### src/rtl/game_obj_pkg.sv
// Shared constants and arithmetic for the game-object blocks:
// Galois LFSR tap masks, the default seed and the height scaler.
package game_obj_pkg;

  // Right-shifting Galois tap masks: bit (t-1) set for each polynomial tap t
  localparam logic [31:0] LFSR_TAPS_16 = 32'h0000_B400;
  localparam logic [31:0] LFSR_TAPS_24 = 32'h00E1_0000;
  localparam logic [31:0] LFSR_TAPS_30 = 32'h2000_0029;
  localparam logic [31:0] LFSR_TAPS_32 = 32'h8020_0003;

  localparam logic [29:0] DEFAULT_SEED = 30'h2A5F_1C3D;

  // Tap mask for a given width; unknown widths fall back to a simple top+bottom mask
  function automatic logic [31:0] lfsr_taps(input int width);
    logic [31:0] mask;
    case (width)
      16:      mask = LFSR_TAPS_16;
      24:      mask = LFSR_TAPS_24;
      30:      mask = LFSR_TAPS_30;
      32:      mask = LFSR_TAPS_32;
      default: mask = (32'h1 << (width - 1)) | 32'h1;
    endcase
    return mask;
  endfunction

  // y_min + ((r * range) >> 16): maps a 16-bit random value onto [y_min, y_min+range-1]
  function automatic int unsigned scale_height(input logic [15:0] r,
                                               input int unsigned y_min,
                                               input int unsigned range);
    logic [47:0] prod;
    prod = {32'b0, r} * {16'b0, range};
    return y_min + prod[47:16];
  endfunction

endpackage

### src/rtl/lfsr_galois.sv
// Free-running Galois LFSR with synchronous reload. A zero reload value
// would lock the register up, so it is replaced by SEED.
module lfsr_galois #(
  parameter int             W    = 30,
  parameter logic [W-1:0]   TAPS = W'(30'h2000_0029),
  parameter logic [W-1:0]   SEED = W'(30'h2A5F_1C3D)
) (
  input  logic         clk,
  input  logic         reset,
  input  logic         load,
  input  logic [W-1:0] load_val,
  output logic [W-1:0] state
);

  logic [W-1:0] r_state;
  logic [W-1:0] w_next;

  // One Galois step: shift right, fold the tap mask in when a one falls out
  always_comb begin
    w_next = {1'b0, r_state[W-1:1]} ^ (r_state[0] ? TAPS : '0);
  end

  // State register: reset to SEED, reload on request, otherwise advance
  always_ff @(posedge clk or negedge reset) begin
    if (!reset) begin
      r_state <= SEED;
    end else if (load) begin
      r_state <= (load_val == '0) ? SEED : load_val;
    end else begin
      r_state <= w_next;
    end
  end

  assign state = r_state;

endmodule

### src/rtl/obstacle_height_gen.sv
// Multi-channel obstacle height generator. Each channel raises a request
// when its obstacle fully leaves the left edge; a round-robin arbiter grants
// one channel per cycle, which takes a height scaled from the shared LFSR.
// Optional feature macro: OBSTACLE_HEIGHT_DELTA_LIMIT_EN limits the step
// between consecutive generated heights to MAX_DELTA.
module obstacle_height_gen
  import game_obj_pkg::*;
#(
  parameter int                N_CH      = 4,
  parameter int                X_W       = 10,
  parameter int                Y_W       = 9,
  parameter int                LFSR_W    = 30,
  parameter int                Y_MIN     = 40,
  parameter int                Y_MAX     = 400,
  parameter logic [LFSR_W-1:0] SEED      = LFSR_W'(DEFAULT_SEED),
  parameter int                MAX_DELTA = 120
) (
  input  logic                  clk,
  input  logic                  reset,
  input  logic                  seed_load,
  input  logic [LFSR_W-1:0]     seed_val,
  input  logic [N_CH*X_W-1:0]   x,
  input  logic [N_CH*X_W-1:0]   w,
  output logic [N_CH*Y_W-1:0]   y,
  output logic [N_CH-1:0]       y_valid,
  output logic                  busy
);

  localparam int unsigned     R     = Y_MAX - Y_MIN + 1;
  localparam logic [Y_W-1:0]  Y_MID = Y_W'(Y_MIN + (Y_MAX - Y_MIN + 1) / 2);
  localparam int              PTR_W = (N_CH > 1) ? $clog2(N_CH) : 1;
  localparam logic [LFSR_W-1:0] TAPS = LFSR_W'(lfsr_taps(LFSR_W));

  logic [LFSR_W-1:0] w_lfsr;
  logic [N_CH-1:0]   w_off;
  logic [N_CH-1:0]   w_req;
  logic [N_CH-1:0]   w_grant;
  logic [N_CH-1:0]   w_pend_next;
  logic [N_CH-1:0]   w_unused_w_lsb;
  logic              w_found;
  logic [PTR_W-1:0]  w_grant_idx;
  logic [PTR_W-1:0]  w_ptr_next;
  logic [Y_W-1:0]    w_y_raw;
  logic [Y_W-1:0]    w_y_new;

  logic [N_CH-1:0]   r_off_q;
  logic [N_CH-1:0]   r_pend;
  logic [N_CH-1:0]   r_y_valid;
  logic              r_busy;
  logic [PTR_W-1:0]  r_ptr;
  logic [Y_W-1:0]    r_y [N_CH];

  lfsr_galois #(
    .W    (LFSR_W),
    .TAPS (TAPS),
    .SEED (SEED)
  ) u_lfsr (
    .clk      (clk),
    .reset    (reset),
    .load     (seed_load),
    .load_val (seed_val),
    .state    (w_lfsr)
  );

  // Only the low 16 LFSR bits feed the scaler
  generate
    if (LFSR_W > 16) begin : g_lfsr_hi
      logic w_unused_lfsr_hi;
      assign w_unused_lfsr_hi = ^w_lfsr[LFSR_W-1:16];
    end
  endgenerate

  // Per-channel offscreen compare: x sign-extended plus w/2 zero-extended, <= 0
  genvar gi;
  generate
    for (gi = 0; gi < N_CH; gi++) begin : g_off
      logic signed [X_W+1:0] w_sum;
      assign w_sum = {{2{x[gi*X_W+X_W-1]}}, x[gi*X_W +: X_W]}
                   + {3'b000, w[gi*X_W+1 +: X_W-1]};
      assign w_off[gi]          = w_sum[X_W+1] | (w_sum == '0);
      assign w_unused_w_lsb[gi] = w[gi*X_W];
    end
  endgenerate

  // Rising edge of offscreen is the only request source
  assign w_req       = w_off & ~r_off_q;
  assign w_pend_next = (r_pend & ~w_grant) | w_req;

  // Round-robin search starting at the pointer; first pending channel wins
  always_comb begin
    int idx;
    w_grant     = '0;
    w_grant_idx = '0;
    w_found     = 1'b0;
    idx         = 0;
    for (int i = 0; i < N_CH; i++) begin
      idx = int'(r_ptr) + i;
      if (idx >= N_CH) idx = idx - N_CH;
      if (!w_found && r_pend[idx]) begin
        w_found      = 1'b1;
        w_grant[idx] = 1'b1;
        w_grant_idx  = PTR_W'(idx);
      end
    end
  end

  // Pointer moves to the channel after the one just granted
  always_comb begin
    w_ptr_next = (w_grant_idx == PTR_W'(N_CH - 1)) ? '0 : w_grant_idx + 1'b1;
  end

  // Scale the current (pre-advance) LFSR state into [Y_MIN, Y_MAX]
  always_comb begin
    w_y_raw = Y_W'(scale_height(w_lfsr[15:0], Y_MIN, R));
  end

`ifdef OBSTACLE_HEIGHT_DELTA_LIMIT_EN
  logic [Y_W-1:0] r_last_y;

  // Clamp the new height to within MAX_DELTA of the previous one, inside the legal range
  always_comb begin
    int v;
    int lo;
    int hi;
    v  = int'(w_y_raw);
    lo = int'(r_last_y) - MAX_DELTA;
    hi = int'(r_last_y) + MAX_DELTA;
    if (lo < Y_MIN) lo = Y_MIN;
    if (hi > Y_MAX) hi = Y_MAX;
    if (v < lo)      v = lo;
    else if (v > hi) v = hi;
    w_y_new = Y_W'(v);
  end

  // Remember the most recently issued height across all channels
  always_ff @(posedge clk or negedge reset) begin
    if (!reset) begin
      r_last_y <= Y_MID;
    end else if (w_found) begin
      r_last_y <= w_y_new;
    end
  end
`else
  localparam int unused_max_delta = MAX_DELTA;
  assign w_y_new = w_y_raw;
`endif

  // Edge-detect history, pending vector, busy flag, pointer and valid pulses
  always_ff @(posedge clk or negedge reset) begin
    if (!reset) begin
      r_off_q   <= '0;
      r_pend    <= '0;
      r_busy    <= 1'b0;
      r_ptr     <= '0;
      r_y_valid <= '0;
    end else begin
      r_off_q   <= w_off;
      r_pend    <= w_pend_next;
      r_busy    <= |w_pend_next;
      r_y_valid <= w_grant;
      if (w_found) r_ptr <= w_ptr_next;
    end
  end

  // Per-channel height register, written only when that channel is granted
  generate
    for (gi = 0; gi < N_CH; gi++) begin : g_y
      always_ff @(posedge clk or negedge reset) begin
        if (!reset) begin
          r_y[gi] <= Y_MID;
        end else if (w_grant[gi]) begin
          r_y[gi] <= w_y_new;
        end
      end
      assign y[gi*Y_W +: Y_W] = r_y[gi];
    end
  endgenerate

  assign y_valid = r_y_valid;
  assign busy    = r_busy;

endmodule

### config.mk
export PLATFORM = sky130hd
export DESIGN_NAME = obstacle_height_gen
export DESIGN_NICKNAME = d
export VERILOG_FILES = /design/src/rtl/game_obj_pkg.sv /design/src/rtl/lfsr_galois.sv /design/src/rtl/obstacle_height_gen.sv
export SDC_FILE = /design/constraint.sdc
export NUM_CORES = 1
export LEC_CHECK = 0
export BUFFER_PORTS_ARGS = -buffer_cell sky130_fd_sc_hd__buf_2
export CORE_MARGIN = 2
export CORE_UTILIZATION = 50
export CTS_CLUSTER_DIAMETER = 150
export CTS_CLUSTER_SIZE = 30
export DETAILED_ROUTE_END_ITERATION = 8
export HOLD_SLACK_MARGIN = 0.08
export PLACE_DENSITY_LB_ADDON = 0.05
export SETUP_SLACK_MARGIN = 0.3
export SYNTH_ARGS = -nofsm -noshare
export SYNTH_HDL_FRONTEND = slang
export SYNTH_SLANG_ARGS = --single-unit
### constraint.sdc
create_clock -name clk -period 6.4 [get_ports clk]
set_input_delay 1.6 -clock clk [delete_from_list [all_inputs] [get_ports clk]]
set_output_delay 1.6 -clock clk [all_outputs]
set_load 0.05 [all_outputs]
==> results of run 1 <==
-- final cells by class --
| cell class | instances | area (um2) |
|---|---|---|
| Inverter | 79 | 297 |
| Clock buffer | 13 | 250 |
| Fill cell | 1286 | 5860 |
| Sequential cell | 81 | 2070 |
| Multi-Input combinational cell | 550 | 5030 |
| Tap cell | 184 | 230 |
| Clock inverter | 3 | 42.5 |
| Timing Repair Buffer | 149 | 748 |
-- Yosys cell counts (7+ instances only) --
cell	number	area share, %
nand2_1	35	1.8
a211oi_1	7	0.71
fa_1	35	9.4
nand3_1	9	0.61
nor4_1	8	0.67
xnor2_1	16	1.9
o22a_1	17	2.0
nor3_1	9	0.61
dfrtp_1	44	15
o21ai_0	35	2.4
nor2_1	31	1.6
xor2_1	22	2.6
dfstp_2	37	13
and2_1	7	0.59
nand2b_1	7	0.59
a21o_1	18	1.8
inv_1	75	3.8
nor2b_1	16	1.3
mux2_2	39	5.9
clkbuf_1	10	0.50
o21a_1	13	1.3
ha_1	110	18
a21oi_1	29	2.0
-- critical path: stages, from the launching register on --
cell      delay, ps
dfstp_2         600
ha_1            180
inv_1            70
fa_1            520
inv_1            60
fa_1            530
inv_1            50
fa_1            530
inv_1            40
ha_1            210
a211oi_1        250
a21oi_1         100
o21a_1          200
or4_1           550
nand3_1         150
and2_1          220
ha_1            220
nor2_1           80
a221o_1         350
nor2_1          140
xnor2_1         140
mux2_2          290
-- sequential cells by signal (all words and copies together) (netlist names), named ones only --
name,flops
y_valid,4
r_off_q,4
busy,1
u_lfsr.state,30
r_ptr,1
y,36
r_pend,4
-- per-stage QoR --
| stage | hold WS [ps] | cell area [um2] | utilization [%] |
|---|---|---|---|
| 4_1_cts | 481 | 8670 | 59.7 |
| 5_1_grt | 495 | 8670 | 59.7 |
| 6_report | 479 | 8670 | 59.7 |
| 3_3_place_gp | 459 | 8380 | 57.6 |
| 3_5_place_dp | 468 | 8380 | 57.6 |
| 2_1_floorplan | 450 | 7440 | - |
-- cells in the final DEF (no fill, tap or decap), types with 17 or more instances in the layout --
cell type  synthesis  routed
nor2_1            31      31
inv_1             75      75
o21ai_0           35      35
a21oi_1           29      29
fa_1              35      35
xor2_1            22      22
buf_2              1     148
dfstp_2           37      37
nand2_1           35      35
o22a_1            17      17
a21o_1            18      18
mux2_2            39      39
dfrtp_1           44      44
ha_1             110     110
-- worst max path at each step --
stage / slack [ps] / endpoint / depth (start not counted) / start
6_report: 840 / y[34] / 21 / u_lfsr.state[4]
2_1_floorplan: 1320 / y[16] / 21 / u_lfsr.state[4]
3_5_place_dp: 860 / y[34] / 21 / u_lfsr.state[4]
5_1_grt: 530 / y[34] / 21 / u_lfsr.state[4]
4_1_cts: 820 / y[34] / 21 / u_lfsr.state[4]
3_3_place_gp: 930 / y[34] / 21 / u_lfsr.state[4]
-- layer usage --
| metal | part of all wire, % | vias up |
|---|---|---|
| li1 | - | 2900 |
| met1 | 43 | 2866 |
| met2 | 50 | 135 |
| met3 | 5.3 | 16 |
| met4 | 1.4 | 0 |
| met5 | 0 | - |
-- cell families after synthesis --
logic type	synth area share [%]
flip-flops	27.9
XOR/XNOR	4.69
AND/OR/NAND/NOR	9.45
AO/OA/AOI/OAI	17.5
adder cells (fa/ha/maj)	27.9
buffers and inverters	4.56
multiplexers	8.05
==> results.md, run 1 <==
* Share of layout cells above drive strength 1 at just under 30%
* # rows at between 40 and 50
* Largest net degree at the start of global routing at just over 80
* Port bufs at ~150
* CTS tree: done
* Max frequency at about 0.18 GHz
* Final setup viols at 0
* Met2 global-route usage at around 38%
* Hold Buf Count CTS at 0
* Routing usage on met3 at 4.42%
* Finished Layout Cells at approximately 1100
* Reg2reg start: u_lfsr.state[4]
* GRT overflow at 0
* Placed cells at between 1000 and 1500
* Clock sink count at around 80
* Clock Tree Root: clkbuf_16
* Drt pass-1 iters at 4
* WHS Path Cells at 2
* CP Launch Type: flop
* Initial Util at slightly above 50%
* Die Area at about 16000 um2
* Post-Synthesis Cell Area at between 7000 and 8000 um2
* Clock Pin Slew Worst Setup and Hold Paths at 60 ps
* Async set-reset flop share out of synthesis at 100%
* Max_slew headroom at 17.6%
* Final estimated routing congestion in global placement at between 0.8 and 0.9
* Final Skew at approximately 7.8 ps
* Hold_sp: y[30]
* Flops & latches, synth at about 80
* DIE HEIGHT at 126 um
* DP Worst Slack at between 800 and 900 ps
* Worst Path Required at 6660 ps
* Period utilization at 86.9%
* Main flop type after synthesis: dfrtp_1
* Nets at 1128
* Final hold vios at 0
* DP Wirelength at 13400 um
* PostCTS Resize Cnt at 0
* Routed wire length at 16500 um
* Endpoint type of the worst setup path: flop
* Area growth syn-to-layout at 16.5%
* Setup Buffers After CTS at 0
* DR vias/cell at between 5 and 6
* Longest Clk Path Bufs at 2
* Post-synth EDFFs at 0
* WHS Endpoint: y[30]
* Crit Path Max Fanout at 6
* DRC errors left at 0
* Initial DRC count at about 240
* Placeable Area at about 15000 um2
* GRT Max-Usage Layer: met2
* Setup tns final at 0 ps
* Reg2Reg Depth at 21
* Global Route Usage Sum at roughly 22%
* Final Worst Setup Slack at ~840 ps
* Vias at between 5000 and 6000
* Synth warn at 0
* Final ANT Viol Nets at 0
* Antenna Cells at 0
* Hold WC Path Type: flop to flop
* Die width at 126 um
* Clk Latency, worst-skew pair at 340 ps
* Antenna violations before repair at 0
* Status: complete, no violations
* Final Critical Period at 5560 ps
* RSZ-0062 raised after global routing: no
* FF-to-FF setup slack at 840 ps
* Reg2reg end: y[34]
* H-tree level count at 3
* Post-synthesis cell type count at 72
* First-pass GRT wire length at 28400 um
* Syn nets at 979
* Number of standard cells after synthesis at slightly above 700
* Routed WL per cell at between 15 and 20 um
* Fin. max-slew vios at 0
* Worst-Margin Slew at 1230 ps
* Crit path DAT at slightly below 6000 ps
* Num CTS Buffers at 9
* Vias in the first global route at roughly 6200
* # IOs at ~150
* Avg Inst Size Synth at just over 10 um2
* Met1 usage at 27.4%
* Type of the worst setup path: flop to flop
* MaxCap Viol Count at 0
* Post-synthesis sequential area ratio at 27.9%
Power of run 1 is not shown: default switching activity piles up to over one toggle a cycle in this logic, so the estimate is an artifact.
==> run 2: changes to the inputs <==
--- a/config.mk
+++ b/config.mk
@@ -13,7 +13,9 @@
 export DETAILED_ROUTE_END_ITERATION = 8
 export HOLD_SLACK_MARGIN = 0.08
 export PLACE_DENSITY_LB_ADDON = 0.05
+export RECOVER_POWER = 50
 export SETUP_SLACK_MARGIN = 0.3
 export SYNTH_ARGS = -nofsm -noshare
 export SYNTH_HDL_FRONTEND = slang
+export SYNTH_HIERARCHICAL = 1
 export SYNTH_SLANG_ARGS = --single-unit
==> run 2 against run 1 <==
Net effect: the run now ends with max-capacitance violations, max-slew violations left; via count fell by 5.0%; non-clock buffer count did not move; sequential share of layout area rose by 0.42 points; setup slack improved by 29 ps; sequential cell count did not move; global-route usage fell by 1.8 points; final cell count fell by 1.8%; fmax rose by 0.53%.
==> results.md, run 2 <==
* Main flop type after synthesis: dfrtp_1
* Die width at about 130 um
* Post-synthesis sequential area ratio at approximately 28%
* Hold Buf Count CTS at 0
* Final hold vios at 0
* DIE HEIGHT at around 130 um
* # rows at 44
* Largest net degree at the start of global routing at 82
* Type of the worst setup path: flop to flop
* Worst-Margin Slew at approximately 4300 ps
* Commonest non-fill, non-tap cell in the layout: buf_2
* RSZ-0062 raised after global routing: no
* Post-synthesis cell type count at 70
* Routed WL per cell at roughly 15 um
* Max_slew headroom at -188%
* Initial Util at approximately half
* Antenna violations before repair at 0
* GRT overflow at 0
* Period utilization at between 80% and 90%
* Hold WC Path Type: flop to flop
* DR vias/cell at ~5.4
* Clock Pin Slew Worst Setup and Hold Paths at about 60 ps
* Violated checks: max-capacitance violations, max-slew violations
* Vias at 5621
* Area growth syn-to-layout at 16.3%
* Global Route Usage Sum at 19.9%
* Vias in the first global route at 5621
* Syn nets at between 900 and 1000
* Number of standard cells after synthesis at roughly 700
* Worst Path Required at 6660 ps
* Synth top cells by count: 110 x ha_1, 104 x inv_1, 47 x mux2_2, 44 x dfrtp_1, 39 x nor2_1
* DP Wirelength at between 10000 and 15000 um
* Die Area at about 16000 um2
* CP Launch Type: flop
* Post-Synthesis Cell Area at around 7300 um2
* Final ANT Viol Nets at 0
* Longest Clk Path Bufs at 2
* Crit Path Max Fanout at 6
* Share of layout cells above drive strength 1 at between 30% and 40%
* CTS tree: done
* Cell with the most instances after synthesis: ha_1
* Endpoint type of the worst setup path: flop
* H-tree level count at 3
* Most frequent cells in the layout: 140 x buf_2, 110 x ha_1, 104 x inv_1
* # IOs at ~150
* Clk Latency, worst-skew pair at about 340 ps
* FF-to-FF setup slack at a little under 900 ps
* Async set-reset flop share out of synthesis at 100%
* Num CTS Buffers at 9
* Routed wire length at ~15000 um
* Crit path DAT at 5790 ps
* Clock Tree Root: clkbuf_16
* Fin. max-slew vios at 130
* Status: finished, violations left
* Setup tns final at 0 ps
* Post-synth EDFFs at 0
* Setup Buffers After CTS at 0
* Final estimated routing congestion in global placement at approximately 0.9
* Final Critical Period at 5530 ps
* Top-area cell type share of the netlist area at approximately a fifth
* Nets at around 1100
* Largest cells by area after synthesis: ha_1 19%, dfrtp_1 15%, dfstp_2 13%
* MaxCap Viol Count at 2
* Clock sink count at 81
* Layout fillers at roughly 1300
* Max frequency at 0.181 GHz
* Drt pass-1 iters at 4
* Final Skew at between 10 and 15 ps
* Max reg flops at 36
* Flops & latches, synth at 81
* DRC errors left at 0
* Initial DRC count at 201
* Area leader, netlist: ha_1
* Placeable Area at ~14000 um2
* PostCTS Resize Cnt at 0
* Final setup viols at 0
* First-pass GRT wire length at about 26000 um
* Avg Inst Size Synth at between 10 and 15 um2
* Antenna Cells at 0
* Synth warn at 6
* Port bufs at approximately 150
[run 2: cell type report]
class / count / area, um2 / area share (%)
Multi-Input combinational cell: 506 / 4810 / 56.5
Sequential cell: 81 / 2070 / 24.3
Timing Repair Buffer: 149 / 734 / 8.62
Inverter: 104 / 390 / 4.58
Tap cell: 184 / 230 / 2.70
Clock buffer: 9 / 225 / 2.64
Clock inverter: 7 / 53.8 / 0.632
[run 2: cells by family (layout without fill, tap and decap cells)]
kind of cell / count (synthesis) / count (layout) / synth area share [%]
buffers and inverters: 115 / 269 / 6.03
flip-flops: 81 / 81 / 28.3
XOR/XNOR: 45 / 45 / 5.38
AO/OA/AOI/OAI: 151 / 151 / 14.5
adder cells (fa/ha/maj): 145 / 145 / 28.3
multiplexers: 58 / 58 / 9.15
AND/OR/NAND/NOR: 107 / 107 / 8.32
[run 2: final timing paths]
check                      cells after the start             start               end
hold reg to reg                                1  u_lfsr/state[24]  u_lfsr/state[23]
hold / removal                                 1  u_lfsr/state[24]  u_lfsr/state[23]
setup / recovery                              20   u_lfsr/state[4]              y[7]
max in group asynchronous                      1             reset         r_pend[1]
min in group asynchronous                      1             reset        r_off_q[2]
setup reg to reg                              20   u_lfsr/state[4]              y[7]
[run 2: worst max-delay path, stage by stage, from the launching register on]
cell and delay (ps):
dfstp_2 600, ha_1 290, xor2_1 170, ha_1 180, a21o_1 170, fa_1 500
inv_1 50, fa_1 520, inv_1 40, ha_1 320, a211oi_2 250, o21bai_1 120
o22ai_2 350, o221ai_1 290, xnor2_1 420, inv_1 90, ha_1 250, nor2b_1 140
o221ai_1 190, xnor2_1 170, mux2_2 290
[run 2: routing by layer]
layer  part of all wire, %  global-route usage (%)  vias to the layer above  routed length (um)
met5                     0                       0                        -                   0
met4                   1.4                    5.29                        0                 220
met3                   3.4                    3.47                       18                 522
met2                    51                    35.3                      110                7810
met1                    45                    25.1                     2720                6900
li1                      -                       -                     2773                   -
[run 2: per-stage QoR]
step | cell area (um2) | utilization, % | instances | hold WS [ps] | setup slack, ps
after floorplan | 7330 | - | 702 | 443 | 1480
after global placement | 8250 | 57.2 | 1024 | 457 | 973
after detailed placement | 8250 | 57.2 | 1024 | 466 | 869
after CTS | 8530 | 59.2 | 1040 | 480 | 829
after global routing | 8520 | 59.1 | 1040 | 497 | 393
final | 8520 | 59.1 | 1040 | 476 | 869
Power of run 2 is left out for the same reason.
==> run 3: changes to the inputs <==
--- a/config.mk
+++ b/config.mk
@@ -6,6 +6,7 @@
 export NUM_CORES = 1
 export LEC_CHECK = 0
 export BUFFER_PORTS_ARGS = -buffer_cell sky130_fd_sc_hd__buf_2
+export CORE_ASPECT_RATIO = 1.2
 export CORE_MARGIN = 2
 export CORE_UTILIZATION = 50
 export CTS_CLUSTER_DIAMETER = 150
@@ -14,6 +15,7 @@
 export HOLD_SLACK_MARGIN = 0.08
 export PLACE_DENSITY_LB_ADDON = 0.05
 export RECOVER_POWER = 50
+export REMOVE_ABC_BUFFERS = 1
 export SETUP_SLACK_MARGIN = 0.3
 export SYNTH_ARGS = -nofsm -noshare
 export SYNTH_HDL_FRONTEND = slang
==> run 3 against run 2 <==
Net effect: the run still ends with max-capacitance violations, max-slew violations left; non-clock buffer count up 1; critical path type unchanged; clock skew down 6.1 ps; register-to-register slack worse by 50 ps; count of clock-buffer cells in the layout up 1; final cell count down 0.77%; die area about the same; setup slack worse by 46 ps; cell area up 0.51%; sequential cell count unchanged; worst hold slack better by 2.5 ps; largest cell class unchanged; global-route usage up 1.8 points.
==> results.md, run 3 (synthesis results as in run 2) <==
* Status: finished, violations left
* Violated checks: max-capacitance violations, max-slew violations
* Final Critical Period at between 5000 and 6000 ps
* Global Route Usage Sum at 21.7%
* Crit path DAT at around 5800 ps
* Largest net degree at the start of global routing at 64
* Max_slew headroom at -117%
* FF/Latch Area at between 2000 and 2500 um2
* LEAKAGE at ~4.3 nW
* DP Wirelength at about 13000 um
* Type of the worst setup path: flop to flop
* Crit Path Max Fanout at 5
* Final setup viols at 0
* H-tree level count at 3
* RSZ-0062 raised after global routing: no
* Cells along the critical path: ha_1 -> xor2_1 -> ha_1 -> fa_1 -> inv_1 -> fa_1 -> inv_1 -> ha_1 -> a211oi_2 -> o21bai_1 -> o22ai_2 -> o221ai_1 -> mux2i_1 -> a21oi_2 -> or4_1 -> o211ai_1 -> xnor2_1 -> mux2_2
* DRC errors left at 0
* DIE HEIGHT at 137 um
* CP Launch Type: flop
* Vias at 5629
* P per Cell Area at between 600 and 700 nW/um2
* Placeable Area at approximately 14000 um2
* Worst vdd ir at 349 uV
* DP Worst Slack at 861 ps
* Port bufs at 149
* Final ANT Viol Nets at 0
* Area of the multi-input gates at between 4000 and 5000 um2
* Met1 usage at 24.3%
* # IOs at about 150
* Layout fillers at between 1000 and 1500
* Clock Tree Root: clkbuf_16
* Commonest non-fill, non-tap cell in the layout: buf_2
* Max frequency at 0.179 GHz
* MaxCap Viol Count at 2
* Setup tns final at 0 ps
* Initial DRC count at between 150 and 200
* Num CTS Buffers at 9
* Antenna Cells at 0
* Routed wire length at approximately 16000 um
* Slowest CP cell: dfstp_2
* Endpoint type of the worst setup path: flop
* Final Util at between 50% and 60%
* DR vias/cell at 5.45
* Longest Clk Path Bufs at 2
* Most frequent cells in the layout: 140 x buf_2, 110 x ha_1, 104 x inv_1
* First-pass GRT wire length at 27100 um
* # rows at 48
* Initial Util at about half
* Share of layout cells above drive strength 1 at between 30% and 40%
* Hold WC Path Type: flop to flop
* Final Skew at about 7.6 ps
* PostCTS Resize Cnt at 0
* Die width at about 110 um
* Routed WL per cell at between 15 and 20 um
* Nets at around 1100
* Worst Path Required at 6620 ps
* GRT Max-Usage Layer: met2
* Finished Layout Cells at just over 1000
* Final Worst Setup Slack at ~820 ps
* Die Area at between 15000 and 20000 um2
* Period utilization at 87.1%
* Max incr delay on CP at around 610 ps
* Hold Buf Count CTS at 0
* Clk Latency, worst-skew pair at between 300 and 400 ps
* Routing usage on met3 at under 10%
* Vias in the first global route at a little under 6000
* Antenna violations before repair at 0
* Met2 global-route usage at between 40% and 50%
* GRT overflow at 0
* Final estimated routing congestion in global placement at 0.813
* Clock Pin Slew Worst Setup and Hold Paths at 70 ps
* Area growth syn-to-layout at 16.9%
* Drt pass-1 iters at 6
* Final hold vios at 0
* CTS tree: done
* Most frequent CP cell: ha_1
* Max reg flops at 36
* Fin. max-slew vios at 112
* Clock sink count at 81
* Placed cells at around 1000
* Setup Buffers After CTS at 0
* Worst-Margin Slew at 3260 ps
run 3: stage by stage:
step                hold WS [ps]  cell area (um2)  power [mW]
global route                 479             8560        5.91
finish                       478             8560        5.39
global placement             467             8250        4.77
floorplan                    443             7280        3.99
detailed placement           460             8250        4.88
CTS                          472             8580        5.47
run 3: worst paths after layout:
kind / start / to / slack [ps] / cells after the start
max: u_lfsr/state[5] / y[26] / 820 / 18
min reg2reg: u_lfsr/state[20] / u_lfsr/state[19] / 480 / 2
min in group asynchronous: reset / y[23] / 1390 / 1
max in group asynchronous: reset / async pin / 1420 / 2
min: u_lfsr/state[20] / u_lfsr/state[19] / 480 / 2
max reg2reg: u_lfsr/state[5] / y[26] / 820 / 18
run 3: layer usage:
| layer | vias to the layer above | part of all wire, % |
|---|---|---|
| met5 | - | 0 |
| met4 | 0 | 2.1 |
| met3 | 27 | 3.5 |
| met2 | 108 | 55 |
| met1 | 2712 | 40 |
| li1 | 2782 | - |
run 3: critical path, delay by kind of cell, from the launching register on:
kind | cells | cell delay [ps]
adders and majority gates | 5 | 2020
AOI/OAI and AO/OA | 6 | 1210
muxes | 2 | 710
DFF | 1 | 610
and+or+nand+nor | 1 | 420
xor gates and xnor gates | 2 | 360
buffers and inverters | 2 | 110
run 3: final cells by class:
class / instances / area share (%)
clock buffers: 10 / 2.92
clock inverters: 6 / 0.935
inverters: 104 / 4.56
multi-input cells: 506 / 56.2
flip-flops and latches: 81 / 24.2
well taps: 175 / 2.56
repair buffers: 150 / 8.62
run 3: power by group:
group | internal [mW] | switching [mW] | leakage, nW
clock | 0.333 | 0.222 | 0.158
combinational | 1.61 | 2.30 | 3.19
sequential | 0.797 | 0.133 | 0.912
total | 2.74 | 2.65 | 4.26
(Power assumes the default switching activity.)
